$ cat config.mk
export PLATFORM = sky130hd
export DESIGN_NAME = cpu_rd_dbuf_flat
export DESIGN_NICKNAME = d
export VERILOG_FILES = /design/src/rtl/cpu_rd_dbuf_if.sv /design/src/rtl/cpu_rd_dbuf.sv /design/src/flat_wrapper.sv
export SDC_FILE = /design/constraint.sdc
export NUM_CORES = 1
export LEC_CHECK = 0
export ABC_AREA = 1
export CAP_MARGIN = 10
export CORE_MARGIN = 2
export CORE_UTILIZATION = 35
export CTS_CLUSTER_SIZE = 30
export DETAILED_ROUTE_END_ITERATION = 8
export GPL_TIMING_DRIVEN = 1
export SYNTH_ARGS = -nofsm -noshare
export SYNTH_HDL_FRONTEND = slang
export SYNTH_SLANG_ARGS = --single-unit
$ cat constraint.sdc
create_clock -name mem_clk -period 9.8 [get_ports mem_clk]
set_clock_uncertainty 0.2 [all_clocks]
set_input_delay 1.47 -clock mem_clk [delete_from_list [all_inputs] [get_ports mem_clk]]
set_output_delay 1.47 -clock mem_clk [all_outputs]
set_load 0.03 [all_outputs]
$ cat src/rtl/cpu_rd_dbuf_if.sv
// cpu_rd_dbuf_if: host/memory handshake bundle for the CPU read data return buffer.
// master = read FSM / memory / host side, slave = the buffer itself.
interface cpu_rd_dbuf_if #(
   parameter int DW = 32
);
   logic          rd_start;
   logic [1:0]    rd_len;
   logic          t_data_ready_n;
   logic [DW-1:0] m_t_mem_data_in;
   logic          h_rd_ack;
   logic [DW-1:0] h_rd_data;
   logic          h_rd_valid;
   logic          g_cpu_cycle_done;
   logic          g_cpu_data_done;
   logic          busy;
   logic          ovf_err;
   logic [DW-1:0] g_latch_data;

   modport master (
      output rd_start, rd_len, t_data_ready_n, m_t_mem_data_in, h_rd_ack,
      input  h_rd_data, h_rd_valid, g_cpu_cycle_done, g_cpu_data_done, busy, ovf_err, g_latch_data
   );

   modport slave (
      input  rd_start, rd_len, t_data_ready_n, m_t_mem_data_in, h_rd_ack,
      output h_rd_data, h_rd_valid, g_cpu_cycle_done, g_cpu_data_done, busy, ovf_err, g_latch_data
   );
endinterface

$ cat src/rtl/cpu_rd_dbuf.sv
// cpu_rd_dbuf: CPU read data return buffer for the VGA memory read path.
// Captures memory read beats into a small FIFO, signals burst capture / drain
// completion to the read FSM and hands data to the host with valid/ack.
// Optional feature macro: CPU_RD_LATCH_EN (keeps the last accepted beat in
// g_latch_data; when undefined g_latch_data is tied to 0).
module cpu_rd_dbuf #(
   parameter int DEPTH = 4,   // power of two, >= 2, >= max burst
   parameter int DW    = 32
) (
   input logic          mem_clk,
   input logic          hreset,
   cpu_rd_dbuf_if.slave bus
);
   localparam int AW = $clog2(DEPTH);

   localparam logic [1:0] S_IDLE    = 2'd0;
   localparam logic [1:0] S_COLLECT = 2'd1;
   localparam logic [1:0] S_DRAIN   = 2'd2;

   logic [1:0]            state_q, state_d;
   logic [1:0]            len_q, len_d;
   logic [1:0]            beat_cnt_q, beat_cnt_d;
   logic [1:0]            pop_cnt_q, pop_cnt_d;
   logic                  cdone_q, cdone_d;
   logic                  ddone_q, ddone_d;
   logic                  ovf_q, ovf_d;
   logic [AW:0]           wr_ptr_q, wr_ptr_d;
   logic [AW:0]           rd_ptr_q, rd_ptr_d;
   logic [DEPTH-1:0][DW-1:0] mem_q;

   logic beat, pop, empty, full, wr_en, last_beat, last_pop;

   assign beat  = ~bus.t_data_ready_n;
   assign empty = (wr_ptr_q == rd_ptr_q);
   assign full  = (wr_ptr_q[AW] != rd_ptr_q[AW]) && (wr_ptr_q[AW-1:0] == rd_ptr_q[AW-1:0]);
   assign pop   = bus.h_rd_ack & ~empty;
   // A pop frees the slot being written, so a beat while full still lands if popped together.
   assign wr_en     = (state_q == S_COLLECT) & beat & (~full | pop);
   assign last_beat = wr_en & (beat_cnt_q == len_q);
   assign last_pop  = pop & (pop_cnt_q == len_q) & (state_q != S_IDLE);

   // Next-state logic: burst FSM, beat/pop counters, done pulses and overflow flag.
   always_comb begin
      state_d    = state_q;
      len_d      = len_q;
      beat_cnt_d = beat_cnt_q;
      pop_cnt_d  = pop_cnt_q;
      cdone_d    = 1'b0;
      ddone_d    = 1'b0;
      ovf_d      = ovf_q;
      wr_ptr_d   = wr_ptr_q + (AW+1)'(wr_en);
      rd_ptr_d   = rd_ptr_q + (AW+1)'(pop);
      case (state_q)
         S_IDLE: begin
            if (beat) ovf_d = 1'b1;
            if (bus.rd_start) begin
               len_d      = bus.rd_len;
               beat_cnt_d = '0;
               pop_cnt_d  = '0;
               state_d    = S_COLLECT;
            end
         end
         S_COLLECT: begin
            if (beat && !wr_en) ovf_d = 1'b1;
            if (wr_en) beat_cnt_d = beat_cnt_q + 2'd1;
            if (pop)   pop_cnt_d  = pop_cnt_q + 2'd1;
            if (last_pop) ddone_d = 1'b1;
            if (last_beat) begin
               cdone_d = 1'b1;
               state_d = last_pop ? S_IDLE : S_DRAIN;
            end
         end
         S_DRAIN: begin
            if (beat) ovf_d = 1'b1;
            if (pop)  pop_cnt_d = pop_cnt_q + 2'd1;
            if (last_pop) begin
               ddone_d = 1'b1;
               state_d = S_IDLE;
            end
         end
         default: state_d = S_IDLE;
      endcase
   end

   // Control registers; reset discards any burst in flight without done pulses.
   always_ff @(posedge mem_clk or posedge hreset) begin
      if (hreset) begin
         state_q    <= S_IDLE;
         len_q      <= '0;
         beat_cnt_q <= '0;
         pop_cnt_q  <= '0;
         cdone_q    <= 1'b0;
         ddone_q    <= 1'b0;
         ovf_q      <= 1'b0;
         wr_ptr_q   <= '0;
         rd_ptr_q   <= '0;
      end else begin
         state_q    <= state_d;
         len_q      <= len_d;
         beat_cnt_q <= beat_cnt_d;
         pop_cnt_q  <= pop_cnt_d;
         cdone_q    <= cdone_d;
         ddone_q    <= ddone_d;
         ovf_q      <= ovf_d;
         wr_ptr_q   <= wr_ptr_d;
         rd_ptr_q   <= rd_ptr_d;
      end
   end

   // FIFO storage; cleared on reset so h_rd_data reads 0 out of reset.
   always_ff @(posedge mem_clk or posedge hreset) begin
      if (hreset) begin
         mem_q <= '0;
      end else begin
         for (int i = 0; i < DEPTH; i++)
            if (wr_en && (wr_ptr_q[AW-1:0] == AW'(i)))
               mem_q[i] <= bus.m_t_mem_data_in;
      end
   end

   assign bus.h_rd_data        = mem_q[rd_ptr_q[AW-1:0]];
   assign bus.h_rd_valid       = ~empty;
   assign bus.g_cpu_cycle_done = cdone_q;
   assign bus.g_cpu_data_done  = ddone_q;
   assign bus.busy             = (state_q != S_IDLE);
   assign bus.ovf_err          = ovf_q;

`ifdef CPU_RD_LATCH_EN
   logic [DW-1:0] latch_q;

   // VGA read latch: follows accepted beats only, holds between bursts.
   always_ff @(posedge mem_clk or posedge hreset) begin
      if (hreset)     latch_q <= '0;
      else if (wr_en) latch_q <= bus.m_t_mem_data_in;
   end

   assign bus.g_latch_data = latch_q;
`else
   assign bus.g_latch_data = '0;
`endif

endmodule

$ cat src/flat_wrapper.sv
// flat-port wrapper written by rule: the top's interface ports become plain ports
module cpu_rd_dbuf_flat 
#(
   parameter int DEPTH = 4,                                      
   parameter int DW    = 32
)
  (mem_clk, hreset, bus_rd_start, bus_rd_len, bus_t_data_ready_n, bus_m_t_mem_data_in, bus_h_rd_ack, bus_h_rd_data, bus_h_rd_valid, bus_g_cpu_cycle_done, bus_g_cpu_data_done, bus_busy, bus_ovf_err, bus_g_latch_data);
  cpu_rd_dbuf_if #(.DW(DW)) bus_i ();
  input logic mem_clk;
  input logic hreset;
  input wire logic [$bits(bus_i.rd_start)-1:0] bus_rd_start;
  input wire logic [$bits(bus_i.rd_len)-1:0] bus_rd_len;
  input wire logic [$bits(bus_i.t_data_ready_n)-1:0] bus_t_data_ready_n;
  input wire logic [$bits(bus_i.m_t_mem_data_in)-1:0] bus_m_t_mem_data_in;
  input wire logic [$bits(bus_i.h_rd_ack)-1:0] bus_h_rd_ack;
  output wire logic [$bits(bus_i.h_rd_data)-1:0] bus_h_rd_data;
  output wire logic [$bits(bus_i.h_rd_valid)-1:0] bus_h_rd_valid;
  output wire logic [$bits(bus_i.g_cpu_cycle_done)-1:0] bus_g_cpu_cycle_done;
  output wire logic [$bits(bus_i.g_cpu_data_done)-1:0] bus_g_cpu_data_done;
  output wire logic [$bits(bus_i.busy)-1:0] bus_busy;
  output wire logic [$bits(bus_i.ovf_err)-1:0] bus_ovf_err;
  output wire logic [$bits(bus_i.g_latch_data)-1:0] bus_g_latch_data;
  assign bus_i.rd_start = bus_rd_start;
  assign bus_i.rd_len = bus_rd_len;
  assign bus_i.t_data_ready_n = bus_t_data_ready_n;
  assign bus_i.m_t_mem_data_in = bus_m_t_mem_data_in;
  assign bus_i.h_rd_ack = bus_h_rd_ack;
  assign bus_h_rd_data = bus_i.h_rd_data;
  assign bus_h_rd_valid = bus_i.h_rd_valid;
  assign bus_g_cpu_cycle_done = bus_i.g_cpu_cycle_done;
  assign bus_g_cpu_data_done = bus_i.g_cpu_data_done;
  assign bus_busy = bus_i.busy;
  assign bus_ovf_err = bus_i.ovf_err;
  assign bus_g_latch_data = bus_i.g_latch_data;
  cpu_rd_dbuf #(.DEPTH(DEPTH), .DW(DW)) u_core (.mem_clk(mem_clk), .hreset(hreset), .bus(bus_i));
endmodule
==> results of run 1 <==
## logic make-up (layout without fill, tap and decap cells)
logic type / count (synthesis) / count (layout) / share of synthesized area (%)
XOR/XNOR: 5 / 5 / 0.655
buffers and inverters: 133 / 167 / 10.2
AND/OR/NAND/NOR: 255 / 255 / 15.0
flip-flops: 145 / 145 / 54.3
adder cells (fa/ha/maj): 9 / 9 / 1.68
AO/OA/AOI/OAI: 233 / 233 / 18.1
other: 1 / 32 / 0.0561
## power groups by stage
| stage | Clock (mW) | Sequential (mW) | Combinational (mW) |
|---|---|---|---|
| 2_1_floorplan | 0 | 1.00 | 0.961 |
| 3_3_place_gp | 0 | 1.03 | 1.39 |
| 3_5_place_dp | 0 | 1.03 | 1.41 |
| 4_1_cts | 0.586 | 1.02 | 1.41 |
| 5_1_grt | 0.610 | 1.06 | 1.55 |
| 6_report | 0.572 | 1.03 | 1.39 |
## worst max-delay path: stages, from the launching register on
cell and delay (ns):
dfrtp_1 0.38, inv_1 0.82, o21ai_0 0.28, o22ai_1 0.27, clkdlybuf4s50_1 0.72
## state kept, by name, summed over array words and instances, names as in the netlist
name / flops
u_core.bus.g_cpu_cycle_done: 1
u_core.state_q: 2
u_core.wr_ptr_q: 3
u_core.bus.ovf_err: 1
u_core.mem_q: 128
u_core.beat_cnt_q: 2
u_core.len_q: 2
u_core.bus.g_cpu_data_done: 1
u_core.rd_ptr_q: 3
u_core.pop_cnt_q: 2
## path summary, 6_finish.rpt
| kind | from | end |
|---|---|---|
| max | u_core.rd_ptr_q[1]$_DFF_PP0_ | bus_h_rd_data[9] |
| min | u_core.mem_q[67]$_DFFE_PP0P_ | u_core.mem_q[67]$_DFFE_PP0P_ |
| max reg2reg | u_core.rd_ptr_q[0]$_DFF_PP0_ | u_core.mem_q[85]$_DFFE_PP0P_ |
| min reg2reg | u_core.mem_q[67]$_DFFE_PP0P_ | u_core.mem_q[67]$_DFFE_PP0P_ |
| max in group asynchronous | hreset | u_core.mem_q[85]$_DFFE_PP0P_ |
| min in group asynchronous | hreset | u_core.mem_q[90]$_DFFE_PP0P_ |
## cell usage after synthesis
cell	instances
buf_4	44
clkbuf_1	19
nand2_1	165
or2_2	1
o21ai_0	197
nand4_1	2
nand3b_1	1
nor2_1	75
o22ai_1	32
nand3_1	6
ha_1	9
a21oi_1	2
nand2_2	1
nand3_2	4
buf_2	13
conb_1	1
inv_2	1
o31ai_1	1
dfrtp_1	145
a31o_2	1
buf_1	1
xor2_1	5
inv_1	55
## metrics by stage
stage,total power [mW],cell area [µm²],setup WS [ns]
floorplan,1.96,6800,4.24
global placement,2.41,7430,5.70
detailed placement,2.44,7430,5.62
CTS,3.02,7950,5.17
global route,3.22,7950,5.00
finish,2.99,7950,5.22
## layout make-up
| class | count | area share, % |
|---|---|---|
| sequential | 145 | 45.7 |
| multi-input combinational | 534 | 31.4 |
| timing repair buffer | 82 | 10.1 |
| clock buffer | 22 | 5.97 |
| tap | 234 | 3.69 |
| inverter | 56 | 2.71 |
| clock inverter | 7 | 0.472 |
## metal layers
metal	track usage, %	wire length [µm]	vias up	share of wire, %
met2	24.5	6890	136	45
met5	0	0	-	0
li1	-	-	2601	-
met4	5.05	174	0	1.1
met3	4.10	695	13	4.6
met1	21.9	7460	2486	49
==> flow_summary_export.csv, run 1 <==
group,metric,value,unit
run_status,status,"completed",
global_routing,grt_max_degree,86,
critical_path,cp-end-kind,"primary output",
floorplanning,die_h,142,µm
placement,hpwl,8840,µm
clock_network,cts_max_path_buffers,2,
sta,tightestPinTransition,1.15,ns
routing,drtPass1Iterations,5,
placement,place.gp.congestion,0.746,
pwr,leakagePower,3.78,nW
worst_hold_path,hp-class,"flop to flop",
critical_path,crit_type,"flop to primary output",
sta,hold_violations,0,
global_routing,antenna_found_initial,0,
layout,drive_gt1_share,5.32,%
pwr,ir_worst_vdd,173,µV
pwr,switchingPower,1.26,mW
sta,rsz0062_at_grt,"false",
floorplanning,row_count,50,
layout,layout_commonest_cell,"o21ai_0",
global_routing,grtUsageTotal,15.9,%
clock_network,h-tree-depth,4,
clock_network,cts_resized,0,
layout,fin_nets,884,
layout,multi_input_area,2490,µm²
floorplanning,dieWidth,142,µm
sta,slew_headroom,23.4,%
synth,avgSynthCellArea,8.56,µm²
layout,final_cell_mix,"197 x o21ai_0, 165 x nand2_1, 144 x dfrtp_1, 75 x nor2_1, 75 x clkdlybuf4s50_1",
floorplanning,core-area,18700,µm²
routing,wl_per_cell,14.1,µm
synth,yosysSeqAreaShare,54.3,%
synth,synth_top_area_share,54.3,%
pwr,seqPwrFrac,34.4,%
critical_path,ff2ff_path_depth,11,
critical_path,crit_arrival,2.91,ns
pwr,internal-power,1.73,mW
routing,num_vias,5236,
synth,ys_warn_count,0,
clock_network,cts_inserted_buffers,17,
synth,yosysTopAreaCell,"dfrtp_1",
run,maxCapViolCount,0,
synth,ys_types,23,
global_routing,grt_overflow_total,0,
layout,fillCellCount,1832,
critical_path,r2r_slack,6.59,ns
pwr,clockPowerShare,19.1,%
routing,drcViolationCount,0,
layout,n_antenna_cell,0,
global_routing,grt_pass1_vias,4876,
critical_path,required,8.13,ns
critical_path,start_kind,"flop",
floorplanning,num_io_pins,108,
synth,netlist_area,6690,µm²
layout,seq_area,3630,µm²
synth,synthCells,781,
layout,area_delta_synth_final,18.8,%
layout,final_util,42.5,%
critical_path,cp_max_fo,34,
worst_hold_path,min_path_cells,2,
sta,fmax,218,MHz
sta,setup_violations,0,
routing,viasPerCell,4.85,
clock_network,postCtsSetupBuffers,0,
layout,fin_cells,1080,
clock_network,cts.sinks,145,
clock_network,clock_latency,0.43,ns
clock_network,clk_pin_slew,0.06,ns
sta,post-route-period-util,46.8,%
routing,drt_iter0_drc,417,
floorplanning,start_util,35.7,%
placement,port_buffers,75,
clock_network,root_buffer,"clkbuf_16",
pwr,p_sw_share,42.0,%
synth,ys_top_cells_by_area,"dfrtp_1 54%, o21ai_0 15%, nand2_1 9.3%",
sta,finalSetupTns,0,ns
clock_network,postCtsHoldBufs,0,
sta,whs,0.276,ns
sta,min_period,4.58,ns
synth,synth_seq_cells,145,
placement,place_inst,1051,
routing,drtAntennaViolNets,0,
global_routing,grt_first_pass_wirelength,25000,µm
routing,drt-total-wl,15200,µm
pwr,share_comb_of_total_power,46.5,%
sta,slew_violations,0,
pwr,cellPowerDensity,376,nW/µm²
floorplanning,dieArea,20200,µm²
clock_network,cts_tree,"done",
No activity file was read; power rests on OpenSTA's default activity.
==> run 2, diff against run 1 <==
==> constraint.sdc (replaced) <==
create_clock -name mem_clk -period 4.47 [get_ports mem_clk]
set_clock_uncertainty 0.2 [all_clocks]
set_input_delay 0.6705 -clock mem_clk [delete_from_list [all_inputs] [get_ports mem_clk]]
set_output_delay 0.6705 -clock mem_clk [all_outputs]
set_load 0.03 [all_outputs]
==> flow_summary_export.csv, run 2 (synthesis results as in run 1) <==
group,metric,value,unit
clock_network,root_buffer,"clkbuf_16",
pwr,cellPowerDensity,832,nW/µm²
pwr,seqPwrFrac,34.2,%
sta,hold_violations,0,
global_routing,grtUsageTotal,16.1,%
sta,finalSetupTns,0,ns
critical_path,start_kind,"flop",
sta,tightestPinTransition,0.728,ns
placement,place.gp.congestion,0.756,
pwr,p_sw_share,41.4,%
global_routing,grt_overflow_total,0,
routing,drtAntennaViolNets,0,
global_routing,grt_pass1_vias,4935,
floorplanning,die_h,142,µm
placement,port_buffers,75,
pwr,p_total,6.73,mW
critical_path,crit_type,"flop to primary output",
sta,setup_violations,0,
pwr,clockPowerShare,20.8,%
floorplanning,num_io_pins,108,
critical_path,cp-end-kind,"primary output",
pwr,leakagePower,3.84,nW
floorplanning,row_count,50,
floorplanning,dieWidth,142,µm
sta,slew_headroom,51.4,%
clock_network,cts_resized,0,
sta,fmax,270,MHz
critical_path,cp_max_fo,32,
layout,final_cell_mix,"197 x o21ai_0, 165 x nand2_1, 144 x dfrtp_1, 75 x nor2_1, 75 x clkdlybuf4s50_1",
pwr,ir_worst_vdd,346,µV
routing,drtPass1Iterations,5,
clock_network,cts_tree,"done",
layout,layout_commonest_cell,"o21ai_0",
routing,drcViolationCount,0,
layout,reg_top3,"u_core.mem_q: 128 flops, u_core.rd_ptr_q: 3 flops, u_core.wr_ptr_q: 3 flops",
clock_network,cts.sinks,145,
floorplanning,start_util,35.7,%
clock_network,clk_pin_slew,0.06,ns
floorplanning,dieArea,20200,µm²
run_status,status,"completed",
pwr,switchingPower,2.79,mW
layout,top_register,"u_core.mem_q",
routing,wl_per_cell,14.1,µm
clock_network,clock_latency,0.43,ns
critical_path,crit_arrival,2.84,ns
routing,drt-total-wl,15400,µm
floorplanning,core-area,18700,µm²
routing,num_vias,5141,
routing,viasPerCell,4.72,
layout,fin_cells,1089,
sta,min_period,3.71,ns
pwr,share_comb_of_total_power,45.0,%
global_routing,grt_first_pass_wirelength,25500,µm
sta,slew_violations,0,
worst_hold_path,hp-class,"flop to flop",
clock_network,postCtsHoldBufs,0,
global_routing,antenna_found_initial,0,
clock_network,postCtsSetupBuffers,0,
layout,n_antenna_cell,0,
pwr,internal-power,3.94,mW
clock_network,h-tree-depth,4,
placement,place_inst,1057,
critical_path,required,3.60,ns
clock_network,cts_max_path_buffers,2,
layout,fin_nets,890,
clock_network,cts_inserted_buffers,17,
placement,hpwl,9720,µm
sta,post-route-period-util,83.0,%
layout,area_delta_synth_final,21.0,%
routing,drt_iter0_drc,426,
global_routing,grt_max_degree,60,
layout,drive_gt1_share,6.20,%
run,maxCapViolCount,0,
layout,largest_reg_flops,128,
sta,rsz0062_at_grt,"false",
[run 2: changes by cell type in the layout (fill, tap and decap cells not counted)]
cell	change
buf_12	+2
buf_4	+4
bufinv_16	+2
clkbuf_1	+1
clkinv_2	-3
clkinv_4	+1
clkinvlp_4	+3
inv_6	-1
[run 2: layout make-up]
cell class | instances | area, µm²
clock buffers | 23 | 478
repair buffers | 88 | 873
fillers | 1862 | 10600
inverters | 56 | 214
well taps | 234 | 293
multi-input cells | 534 | 2490
clock inverters | 9 | 106
flip-flops and latches | 145 | 3630
[run 2: routing by layer]
| metal | up-vias | share of wire (%) | GRT usage [%] |
|---|---|---|---|
| met5 | - | 0 | 0 |
| met4 | 0 | 0.71 | 5.21 |
| met3 | 8 | 3.9 | 4.31 |
| met2 | 105 | 47 | 25.3 |
| met1 | 2417 | 49 | 21.8 |
| li1 | 2611 | - | - |
[run 2: worst max-delay path, stage by stage, from the launching register on]
cell             delay (ns)
dfrtp_2                0.63
inv_2                  0.33
buf_4                  0.34
o21ai_0                0.13
o22ai_1                0.25
clkdlybuf4s50_1        0.73
[run 2: worst paths after layout]
path	from	end	slack, ns	cells past startpoint
worst max-delay path	u_core.rd_ptr_q[0]$_DFF_PP0_	bus_h_rd_data[31]	0.76	5
worst min-delay path	u_core.mem_q[88]$_DFFE_PP0P_	u_core.mem_q[88]$_DFFE_PP0P_	0.28	2
worst max register to register	u_core.rd_ptr_q[0]$_DFF_PP0_	u_core.mem_q[86]$_DFFE_PP0P_	1.24	11
worst min register to register	u_core.mem_q[88]$_DFFE_PP0P_	u_core.mem_q[88]$_DFFE_PP0P_	0.28	2
max in group asynchronous	hreset	u_core.len_q[0]$_DFFE_PP0P_	2.83	3
min in group asynchronous	hreset	u_core.mem_q[122]$_DFFE_PP0P_	0.51	2
[run 2: through the flow]
step                utilization [%]  setup WS [ns]  hold slack [ns]  area [µm²]
global route                   43.2          0.600            0.302        8090
CTS                            43.2          0.713            0.283        8090
finish                         43.2          0.762            0.279        8090
detailed placement             40.1           1.17            0.268        7500
floorplan                         -           1.78            0.248        6810
global placement               40.1           1.20            0.262        7500
[run 2: power by group through the flow]
| stage | logic [mW] | registers [mW] | clock network (mW) |
|---|---|---|---|
| 3_5_place_dp | 3.06 | 2.31 | 0 |
| 5_1_grt | 3.37 | 2.38 | 1.49 |
| 3_3_place_gp | 3.01 | 2.30 | 0 |
| 4_1_cts | 3.07 | 2.30 | 1.43 |
| 6_report | 3.03 | 2.30 | 1.40 |
| 2_1_floorplan | 2.11 | 2.20 | 0 |
==> run 3, diff against run 2 <==
==> constraint.sdc (replaced) <==
create_clock -name mem_clk -period 3.1 [get_ports mem_clk]
set_clock_uncertainty 0.2 [all_clocks]
set_input_delay 0.465 -clock mem_clk [delete_from_list [all_inputs] [get_ports mem_clk]]
set_output_delay 0.465 -clock mem_clk [all_outputs]
set_load 0.03 [all_outputs]
==> flow_summary_export.csv, run 3 (synthesis results as in run 1) <==
group,metric,value,unit
run_status,status,"completed",
placement,hpwl,9550,µm
layout,layout_commonest_cell,"o21ai_0",
pwr,leakagePower,3.93,nW
floorplanning,die_h,142,µm
pwr,switchingPower,4.02,mW
global_routing,grt_pass1_vias,4955,
pwr,clockPowerShare,21.9,%
pwr,share_comb_of_total_power,45.2,%
routing,viasPerCell,4.78,
routing,drtAntennaViolNets,0,
critical_path,critPathTopFamily,"buffers and inverters",
floorplanning,start_util,35.7,%
critical_path,slowest_stage,"clkdlybuf4s50_1",
global_routing,grt_overflow_total,0,
clock_network,clock_latency,0.42,ns
sta,fmax,335,MHz
clock_network,cts.sinks,145,
critical_path,required,2.43,ns
clock_network,clk_pin_slew,0.06,ns
layout,fin_cells,1092,
floorplanning,row_count,50,
critical_path,crit_arrival,2.32,ns
sta,hold_violations,0,
placement,place.gp.congestion,0.736,
pwr,internal-power,5.94,mW
critical_path,crit_path_max_incr_delay,0.71,ns
critical_path,crit_type,"flop to primary output",
sta,setup_violations,0,
layout,largest_reg_flops,128,
layout,seq_area,3630,µm²
sta,slew_headroom,55.4,%
critical_path,crit_chain,"inv_2, buf_4, o21ai_0, o22ai_1, clkdlybuf4s50_1",
run,maxCapViolCount,0,
pwr,cellPowerDensity,1210,nW/µm²
layout,drive_gt1_share,7.11,%
sta,tightestPinTransition,0.669,ns
clock_network,cts_tree,"done",
layout,top_register,"u_core.mem_q",
pwr,seqPwrFrac,32.9,%
placement,place_inst,1061,
sta,finalSetupTns,0,ns
routing,wl_per_cell,14.1,µm
pwr,p_total,9.96,mW
placement,placed_area,7580,µm²
routing,drt-total-wl,15400,µm
global_routing,grt_max_degree,72,
sta,min_period,2.99,ns
sta,rsz0062_at_grt,"false",
routing,drt_iter0_drc,367,
floorplanning,core-area,18700,µm²
worst_hold_path,hp-class,"primary input to async pin",
layout,area_delta_synth_final,23.0,%
layout,fin_nets,894,
sta,post-route-period-util,96.4,%
critical_path,start_kind,"flop",
sta,slew_violations,0,
clock_network,postCtsHoldBufs,0,
global_routing,grt_first_pass_wirelength,25800,µm
critical_path,crit_buf_inv,3,
critical_path,cp-end-kind,"primary output",
clock_network,cts_max_path_buffers,2,
floorplanning,dieWidth,142,µm
sta,setup_slack,0.112,ns
routing,drtPass1Iterations,7,
routing,num_vias,5216,
placement,port_buffers,75,
global_routing,grtUsageTotal,16.3,%
layout,reg_top3,"u_core.mem_q: 128 flops, u_core.rd_ptr_q: 3 flops, u_core.wr_ptr_q: 3 flops",
floorplanning,dieArea,20200,µm²
pwr,p_sw_share,40.3,%
layout,n_antenna_cell,0,
critical_path,cp_max_fo,18,
pwr,ir_worst_vdd,539,µV
layout,fin_area,8230,µm²
layout,multi_input_area,2490,µm²
clock_network,h-tree-depth,4,
layout,fillCellCount,1838,
layout,final_cell_mix,"197 x o21ai_0, 165 x nand2_1, 144 x dfrtp_1, 75 x nor2_1, 71 x clkdlybuf4s50_1",
clock_network,cts_inserted_buffers,17,
routing,drcViolationCount,0,
floorplanning,num_io_pins,108,
global_routing,antenna_found_initial,0,
clock_network,root_buffer,"clkbuf_16",
placement,place_ws,0.508,ns
-- run 3: cell count changes in the layout (fill, tap and decap cells not counted) --
cell / delta
buf_12: +4
clkinv_2: -3
clkdlybuf4s50_1: -4
clkbuf_8: +4
clkbuf_1: -3
bufinv_16: +1
buf_4: +2
dlymetal6s2s_1: +2
-- run 3: final cells by class --
cell class / count / share of cell area (%)
clock inverter: 7 / 1.48
timing repair buffer: 92 / 11.6
multi-input combinational: 534 / 30.3
clock buffer: 24 / 6.34
tap: 234 / 3.56
inverter: 56 / 2.60
sequential: 145 / 44.1
-- run 3: power by group through the flow --
| stage | clock (mW) | combinational [mW] | sequential (mW) |
|---|---|---|---|
| 2_1_floorplan | 0 | 3.04 | 3.17 |
| 3_3_place_gp | 0 | 4.50 | 3.27 |
| 3_5_place_dp | 0 | 4.56 | 3.28 |
| 4_1_cts | 2.24 | 4.58 | 3.27 |
| 5_1_grt | 2.33 | 5.02 | 3.38 |
| 6_report | 2.18 | 4.51 | 3.27 |
-- run 3: worst reg2reg max path, stage by stage (launching register included) --
cell and delay (ns):
dfrtp_2 0.39, inv_2 0.13, buf_4 0.21, nand2_1 0.07, nand2_1 0.07, nor2_1 0.12, nand2_2 0.08, nand2_1 0.10
inv_2 0.08, nand3_2 0.06, buf_4 0.50, o21ai_0 0.26
-- run 3: timing repair --
| item | in CTS | in global routing |
|---|---|---|
| gates resized for setup | 0 | 2 |
| buffers inserted | 0 | 0 |
| endpoints found under the setup margin | 0 | 2 |
-- run 3: path summary, 6_finish.rpt --
| path | startpoint | endpoint | slack (ns) | cells past startpoint |
|---|---|---|---|---|
| max in group asynchronous | hreset | u_core.mem_q[100]$_DFFE_PP0P_ | 1.93 | 3 |
| min in group mem_clk | u_core.mem_q[44]$_DFFE_PP0P_ | u_core.mem_q[44]$_DFFE_PP0P_ | 0.28 | 2 |
| worst max register to register | u_core.rd_ptr_q[0]$_DFF_PP0_ | u_core.mem_q[6]$_DFFE_PP0P_ | 0.68 | 11 |
| worst min register to register | u_core.mem_q[44]$_DFFE_PP0P_ | u_core.mem_q[44]$_DFFE_PP0P_ | 0.28 | 2 |
| worst max-delay path | u_core.rd_ptr_q[0]$_DFF_PP0_ | bus_h_rd_data[0] | 0.11 | 5 |
| worst min-delay path | hreset | u_core.mem_q[118]$_DFFE_PP0P_ | 0.13 | 2 |
-- run 3: stage by stage --
| step | utilization (%) | hold WS, ns |
|---|---|---|
| floorplan | - | 0.248 |
| detailed placement | 40.5 | 0.268 |
| finish | 44.0 | 0.133 |
| CTS | 43.9 | 0.128 |
| global placement | 40.5 | 0.256 |
| global route | 44.0 | 0.156 |
-- run 3: routing by layer --
layer / vias to the layer above / wire, µm / global-route usage [%]
li1: 2617 / - / -
met1: 2465 / 7400 / 22.1
met2: 120 / 7120 / 25.7
met3: 14 / 749 / 4.27
met4: 0 / 178 / 4.89
met5: - / 0 / 0
